File: src/rtl/drop_test_run_ctrl.sv
// rtl/drop_test_run_ctrl.sv - sequences one egg-drop run: load, CPU release, halt/timeout detect, result latch
module drop_test_run_ctrl #(
    parameter int DATA_W      = 16,
    parameter int HALT_CYCLES = 4,
    parameter int TIMEOUT     = 1000000
) (
    input  logic              clk,
    input  logic              rst,
    input  logic [DATA_W-1:0] in_data,
    input  logic              is_init_floors,
    input  logic              is_init_resistance,
    input  logic              start,
    input  logic [31:0]       cpu_pc,
    input  logic [31:0]       cpu_attempt_count,
    input  logic [31:0]       cpu_broken_count,
    input  logic              cpu_is_last_broken,
    output logic              cpu_rst_n,
    output logic [31:0]       init_floors,
    output logic [31:0]       init_resistance,
    output logic              busy,
    output logic              done,
    output logic              timeout,
    output logic              cfg_error,
    output logic [31:0]       run_cycles,
    output logic [31:0]       result_attempt_count,
    output logic [31:0]       result_broken_count,
    output logic              result_is_last_broken
);
    localparam int          SW        = $clog2(HALT_CYCLES);
    localparam logic [31:0] TIMEOUT_W = 32'(TIMEOUT);

    typedef enum logic [1:0] {S_IDLE, S_ARM, S_RUN, S_DONE} state_t;

    state_t state, state_next;

    logic          floors_q, resist_q, start_q;
    logic [31:0]   prev_pc;
    logic [SW-1:0] stall_cnt;

    logic          floors_edge, resist_edge, start_edge, idle_like;
    logic          load_floors, load_resist, start_req, start_ok, start_bad;
    logic [31:0]   rc_inc;
    logic [SW-1:0] stall_next;
    logic          halt_hit, to_hit, run_exit;

    always_comb begin
        floors_edge = is_init_floors & ~floors_q;
        resist_edge = is_init_resistance & ~resist_q;
        start_edge  = start & ~start_q;
        idle_like   = (state == S_IDLE) || (state == S_DONE);
        load_floors = idle_like & floors_edge;
        load_resist = idle_like & resist_edge;
        // a load in the same cycle wins over start so the run never sees a half-updated config
        start_req   = idle_like & start_edge & ~floors_edge & ~resist_edge;
        start_ok    = start_req & (init_floors != 32'd0);
        start_bad   = start_req & (init_floors == 32'd0);
        rc_inc      = (run_cycles == 32'hFFFF_FFFF) ? run_cycles : run_cycles + 32'd1;
        stall_next  = (cpu_pc == prev_pc) ? stall_cnt + SW'(1) : '0;
        halt_hit    = (stall_next == SW'(HALT_CYCLES - 1));
        to_hit      = (rc_inc >= TIMEOUT_W);
        run_exit    = (state == S_RUN) & (halt_hit | to_hit);
    end

    always_comb begin
        state_next = state;
        case (state)
            S_IDLE, S_DONE: if (start_ok) state_next = S_ARM;
            S_ARM:          state_next = S_RUN;
            S_RUN:          if (run_exit) state_next = S_DONE;
            default:        state_next = S_IDLE;
        endcase
    end

    always_ff @(posedge clk) begin
        if (!rst) begin
            state                 <= S_IDLE;
            floors_q              <= 1'b0;
            resist_q              <= 1'b0;
            start_q               <= 1'b0;
            prev_pc               <= '0;
            stall_cnt             <= '0;
            init_floors           <= '0;
            init_resistance       <= '0;
            timeout               <= 1'b0;
            cfg_error             <= 1'b0;
            run_cycles            <= '0;
            result_attempt_count  <= '0;
            result_broken_count   <= '0;
            result_is_last_broken <= 1'b0;
        end else begin
            state    <= state_next;
            floors_q <= is_init_floors;
            resist_q <= is_init_resistance;
            start_q  <= start;
            prev_pc  <= cpu_pc;
            if (load_floors) init_floors     <= 32'(in_data);
            if (load_resist) init_resistance <= 32'(in_data);
            if (start_bad) cfg_error <= 1'b1;
            if (start_ok) begin
                cfg_error <= 1'b0;
                timeout   <= 1'b0;
            end
            if (state == S_ARM) begin
                run_cycles <= '0;
                stall_cnt  <= '0;
            end
            if (state == S_RUN) begin
                run_cycles <= rc_inc;
                stall_cnt  <= stall_next;
            end
            if (run_exit) begin
                timeout               <= ~halt_hit;
                result_attempt_count  <= cpu_attempt_count;
                result_broken_count   <= cpu_broken_count;
                result_is_last_broken <= cpu_is_last_broken;
            end
        end
    end

    assign cpu_rst_n = (state == S_RUN);
    assign busy      = (state == S_ARM) || (state == S_RUN);
    assign done      = (state == S_DONE);
endmodule
File: config.mk
export PLATFORM = sky130hd
export DESIGN_NAME = drop_test_run_ctrl
export DESIGN_NICKNAME = d
export VERILOG_FILES = /design/src/rtl/drop_test_run_ctrl.sv
export SDC_FILE = /design/constraint.sdc
export NUM_CORES = 1
export LEC_CHECK = 0
export BUFFER_PORTS_ARGS = -buffer_cell sky130_fd_sc_hd__buf_2
export CORE_ASPECT_RATIO = 2
export CORE_MARGIN = 4
export CORE_UTILIZATION = 47
export CTS_BUF_LIST = sky130_fd_sc_hd__clkbuf_8
export CTS_CLUSTER_SIZE = 25
export DETAILED_ROUTE_END_ITERATION = 12
export PLACE_DENSITY = 0.76
export RECOVER_POWER = 50
export SLEW_MARGIN = 20
export SYNTH_ARGS = -nofsm -noshare
export SYNTH_HDL_FRONTEND = slang
export SYNTH_SLANG_ARGS = --single-unit
File: constraint.sdc
create_clock -name clk -period 5.99 [get_ports clk]
set_input_delay 0.2995 -clock clk [delete_from_list [all_inputs] [get_ports clk]]
set_output_delay 0.2995 -clock clk [all_outputs]
set_load 0.005 [all_outputs]
# Word level (Yosys, flattened, before mapping)
# Index checks and enable logic that the tools add are counted.
word_totals:
  reg_bits: 170
  latchBits: 0
  mem_bits_rw: 0
  rom_bits: 0
  out_inout_bits: 166
  n_memories: 0
op_classes:
  addsub: 2
  mul: 0
  div: 0
  order_cmp: 1
  n_eq_ne: 8
  shifts: 0
  mux: 11
  bitwise: 19
  reduce_logical: 10
op_table:
  columns: ["operator", "count"]
  rows:
  - ["2-to-1 mux 32 bit", 3]
  - ["adder 32 x 1 -> 32 bit (second input constant)", 1]
  - ["equality test 32 bit", 1]
  - ["equality test 32 bit (second input constant)", 1]
  - [">= comparator 32 x 20 -> 1 bit (second input constant)", 1]
  - ["zero test 32 bit", 1]
  - ["nonzero test 32 bit", 1]
  - ["bitwise AND 1 bit", 11]
  - ["2-to-1 mux 2 bit", 5]
  - ["inverter 1 bit", 7]
  - ["equality test 2 bit (second input constant)", 3]
  - ["case mux 2 bit (3 select lines)", 1]
  - ["nonzero test 2 bit", 2]
  - ["OR reduction 2 bit", 2]
  - ["adder 2 x 1 -> 2 bit (second input constant)", 1]
  - ["equality test 2 x 1 -> 1 bit (second input constant)", 1]
  - ["zero test 2 bit", 1]
  - ["logical OR 1 bit", 2]
  - ["2-to-1 mux 1 bit", 2]
  - ["inequality test 2 x 1 -> 1 bit (second input constant)", 1]
  - ["inequality test 2 bit (second input constant)", 1]
  - ["AND reduction 2 bit", 1]
  - ["OR 1 bit", 1]

# Logic depth before layout (Yosys ltp)
logic_depth:
  ltp_word: 8
  depth_mapped: 14

# Worst setup path before layout
# OpenSTA, ideal clock, no wires.
synth_timing:
  path_kind: "register to register"
  startpoint: "reg run_cycles[15]"
  endpoint: "reg result_attempt_count[0]"
  setup_time_ps: 120
  arrival_ps: 3119
  required_time_ps: 5870
  slack_ps: 2751
  path_stages_with_launch: 14
  n_path_buf: 5
  synth_period_minus_slack_ps: 3239
  path_cell_list: "dfxtp_1 buf_2 nand3_1 or4b_1 buf_2 nor4_1 mux2_2 nor4b_1 nand4_1 o31a_1 clkbuf_1 buf_6 buf_6 mux2i_1"
synth_via:
  elab_chain_cells: 5
synth_rtl:
  columns: ["item", "line", "rtl"]
  rows:
  - ["start: declaration", "24", "output logic [31:0] run_cycles,"]
  - ["start signal: assignment", "108", "run_cycles <= rc_inc;"]
  - ["adder 32 x 1 -> 32 bit or equality test 32 bit (tied branches)", "57", "rc_inc = (run_cycles == 32'hFFFF_FFFF) ? run_cycles : run_cycles + 32'd1;"]
  - ["2-to-1 mux 32 bit (*)", "57", null]
  - [">= comparator 32 x 20 -> 1 bit (*)", "60", "to_hit = (rc_inc >= TIMEOUT_W);"]
  - ["OR 1 bit (*)", "61", "run_exit = (state == S_RUN) & (halt_hit | to_hit);"]
  - ["bitwise AND 1 bit (*)", "61", null]
  - ["end signal: assignment", "113", "result_attempt_count <= cpu_attempt_count;"]
  - ["end: declaration", "25", "output logic [31:0] result_attempt_count,"]
# Every way passes the cells marked *; elsewhere a longest branch is shown, timed or not.
# A chain may end at the register's enable or synchronous reset.

# Worst setup path in the final report
layout_timing:
  startpoint: "reg run_cycles[9]"
  endpoint: "reg result_broken_count[25]"
layout_via:
  elab_chain_cells: 5
layout_rtl:
  columns: ["item", "line", "rtl"]
  rows:
  - ["adder 32 x 1 -> 32 bit or equality test 32 bit (tied branches)", "57", null]
  - ["2-to-1 mux 32 bit (*)", "57", null]
  - [">= comparator 32 x 20 -> 1 bit (*)", "60", null]
  - ["OR 1 bit (*)", "61", null]
  - ["bitwise AND 1 bit (*)", "61", null]
  - ["end signal: assignment", "114", "result_broken_count <= cpu_broken_count;"]
  - ["end: declaration", "26", "output logic [31:0] result_broken_count,"]
# Marks and branches as above.

==> summary.md <==
| Metric | Value |
|---|---|
| Register bit total from synthesis | 170 |
| Register-to-register setup slack | 2020 ps |
| Starting density of the core | 0.477 |
| Fin. max-slew vios | 88 |
| Hold WS | 64.2 ps |
| Final setup viols | 0 |
| Post-Synth Simple-Gate Area | 0.259 |
| TritonCTS clock tree | built |
| Worst hold path type | input pin to flop |
| Most frequent cells in the layout | nand2_1, dfxtp_1, buf_2 |
| Fillcell total | 1631 |
| Top Ports | 284 |
| Fraction of registers with async set/reset | 0 |
| Synth Area in Adders | 0.00626 |
| Leak | 3.75 nW |
| Final hold violation count | 0 |
| Dpl hpwl | 17000 µm |
| Post-layout util | 0.565 |
| Top area cells in the synthesized netlist | dfxtp_1, nand2_1, mux2i_1, a21oi_1, and2_1 |
| Total GRT Usage | 0.231 |
| Clk sinks | 170 |
| P&R area growth vs syn | 18.6% |
| Mean Syn Cell Area | 8.32 µm² |
| Largest area contributor in the netlist | dfxtp_1 |
| Tot Pwr | 2.63 mW |
| CP startpoint kind | flop |
| Layout cell share with drive strength beyond 1 | 0.180 |
| Distinct cell type count after synthesis | 61 |
| Post-CTS setup buffers | 0 |
| GRT overflow | 0 |
| Post-route ant nets | 0 |
| Clk buf depth | 2 |
| Post-synth EDFFs | 0 |
| Failing checks | max-capacitance violations, max-slew violations |
| First-pass GRT wire length | 35100 µm |
| Crit Path Class | flop to flop |
| Final instance area | 0.00948 mm² |
| Max FO, Critical Path | 66 |
| RSZ-0062 raised after global routing | no |
| Area of the mapped netlist | 0.00799 mm² |
| DIE AREA | 0.0193 mm² |
| Yosys top cell area share | 0.426 |
| Vias | 7335 |
| DRC Markers | 0 |
| Syn Inst Count | 961 |
| Overall die width | 100 µm |
| R2R depth | 9 |
| Vias in the first global route | 7177 |
| Most common cell after layout, fill and taps aside | nand2_1 |
| Worst Path Required | 6350 ps |
| Antenna violations before repair | 2 |
| Peak VDD IR | 0.000197 V |
| Die Height | 192 µm |
| Multiplexer share of the synthesized area | 0.0933 |
| Detailed Route WL | 22600 µm |
| WHS Endpoint | resist_q |
| Slew margin rel. | -1.16 |
| Clock root buffer | clkbuf_8 |
| DR iter-0 viols | 308 |
| Pin count of the biggest net entering global routing | 112 |
| Total negative slack | 0 ps |
| Wirelength per Cell | 16.2 µm |
| Clock Pin Slew Worst Setup and Hold Paths | 100 ps |
| CP Data Arrival Time | 4330 ps |
| Clk_skew | 14.7 ps |
| Drt pass-1 iters | 7 |
| Post-synth top flop | dfxtp_1 |
| Yosys warnings | 0 |
| Status | finished with violations |
| Total CTS buffers | 17 |
| Largest family of logic cells by synthesized area | simple AND/OR/NAND/NOR gates |
| Seq/Total Area, Yosys | 0.426 |
| Final min period | 3970 ps |
| Slew @ Worst Pin | 3240 ps |
| Post-DR vias/cell | 5.25 |
| Worst hold start | is_init_resistance |
| Tcrit/Tclk final | 0.662 |
| Layout Nets | 1295 |
| Cell row count | 67 |
| Placed Cells | 1361 |
| Max Cap Violations | 1 |
| Core Region | 0.0168 mm² |
| Reg2reg start | run_cycles[9] |
| Post-DP Area | 0.00915 mm² |
| Max frequency | 252 MHz |
| Resize count post-CTS | 0 |
| Hold_buf cts | 0 |
| Placer Congestion | 0.948 |
| WHS Path Cells | 2 |
| Worst slack at placement | 2060 ps |
| Clk_lat worst skew | 450 ps |
| Final worst slack | 2020 ps |
| Worst setup EP type | flop |
| Xor and xnor fraction of the mapped netlist area | 0.0438 |
| Reg2reg end | result_broken_count[25] |
| Synth Area in Compound Gates | 0.101 |
| Power per cell area | 278 mW/mm² |
| Count of buffers from port buffering | 251 |
| Final Non-Filler Cells | 1396 |
| # H-tree levels | 4 |
## kinds of logic after synthesis
logic type / Yosys count
AOI/OAI and AO/OA: 129
and+or+nand+nor: 440
buffers and inverters: 103
xor gates and xnor gates: 40
DFF: 170
muxes: 74
adders and majority gates: 4
other: 1
## registers in the layout, summed over array words and instances, names as in the netlist
name,flops
result_broken_count,32
prev_pc,32
result_is_last_broken,1
init_floors,16
stall_cnt,2
timeout,1
run_cycles,32
cfg_error,1
floors_q,1
state,2
init_resistance,16
result_attempt_count,32
start_q,1
resist_q,1
## power by group
part	internal (mW)	switching (mW)
Clock	0.455	0.428
Combinational	0.182	0.341
Sequential	1.19	0.0387
Total	1.82	0.807
## worst max path at each step
stage	start	to	slack (ps)	depth (start not counted)
6_report	run_cycles[9]	result_broken_count[25]	2020	9
5_1_grt	run_cycles[9]	result_broken_count[25]	1760	9
4_1_cts	run_cycles[15]	result_broken_count[25]	2050	9
3_5_place_dp	run_cycles[15]	result_broken_count[25]	2060	9
3_3_place_gp	run_cycles[15]	result_attempt_count[10]	2130	9
2_1_floorplan	run_cycles[15]	result_attempt_count[0]	2750	13
## synthesized netlist by cell type (5+ instances only)
| master | n |
|---|---|
| nor3_1 | 24 |
| nand2b_1 | 5 |
| and2_1 | 41 |
| a21oi_1 | 60 |
| nor2_1 | 26 |
| nor2b_1 | 16 |
| a21o_1 | 7 |
| clkbuf_1 | 49 |
| a21boi_0 | 8 |
| o21a_1 | 5 |
| o21ai_0 | 19 |
| nand4_1 | 17 |
| and3_1 | 7 |
| nand3_1 | 22 |
| or3_1 | 6 |
| xnor2_1 | 20 |
| buf_6 | 5 |
| mux2i_1 | 70 |
| buf_2 | 11 |
| xor2_1 | 20 |
| nand2_1 | 240 |
| nor4_1 | 16 |
| buf_4 | 32 |
| and4_1 | 7 |
| dfxtp_1 | 170 |
## cell type report
cell class / count / area (µm²) / area share
multi-input cells: 719 / 4150 / 0.438
flip-flops and latches: 170 / 3400 / 0.359
repair buffers: 259 / 1200 / 0.127
well taps: 207 / 259 / 0.0273
clock buffers: 17 / 234 / 0.0247
clock inverters: 15 / 199 / 0.0210
inverters: 6 / 22.5 / 0.00238
diodes: 3 / 7.51 / 0.000792
## per-layer routing
metal / share of wire / GRT usage / routed length [µm] / up-vias
li1: - / - / - / 3610
met1: 0.35 / 0.228 / 7820 / 3379
met2: 0.54 / 0.433 / 12300 / 290
met3: 0.071 / 0.0622 / 1600 / 56
met4: 0.039 / 0.115 / 889 / 0
met5: 0 / 0 / 0 / -
## critical path, stage by stage (launching register included)
cell and delay (ps):
dfxtp_1 530, nand3_1 410, nor2_1 420, nand4_1 200, or3_1 340, a211oi_1 340, o2111a_1 320, o31a_2 160
buf_4 820, mux2i_1 290
Power figures use the tool's default switching activity.
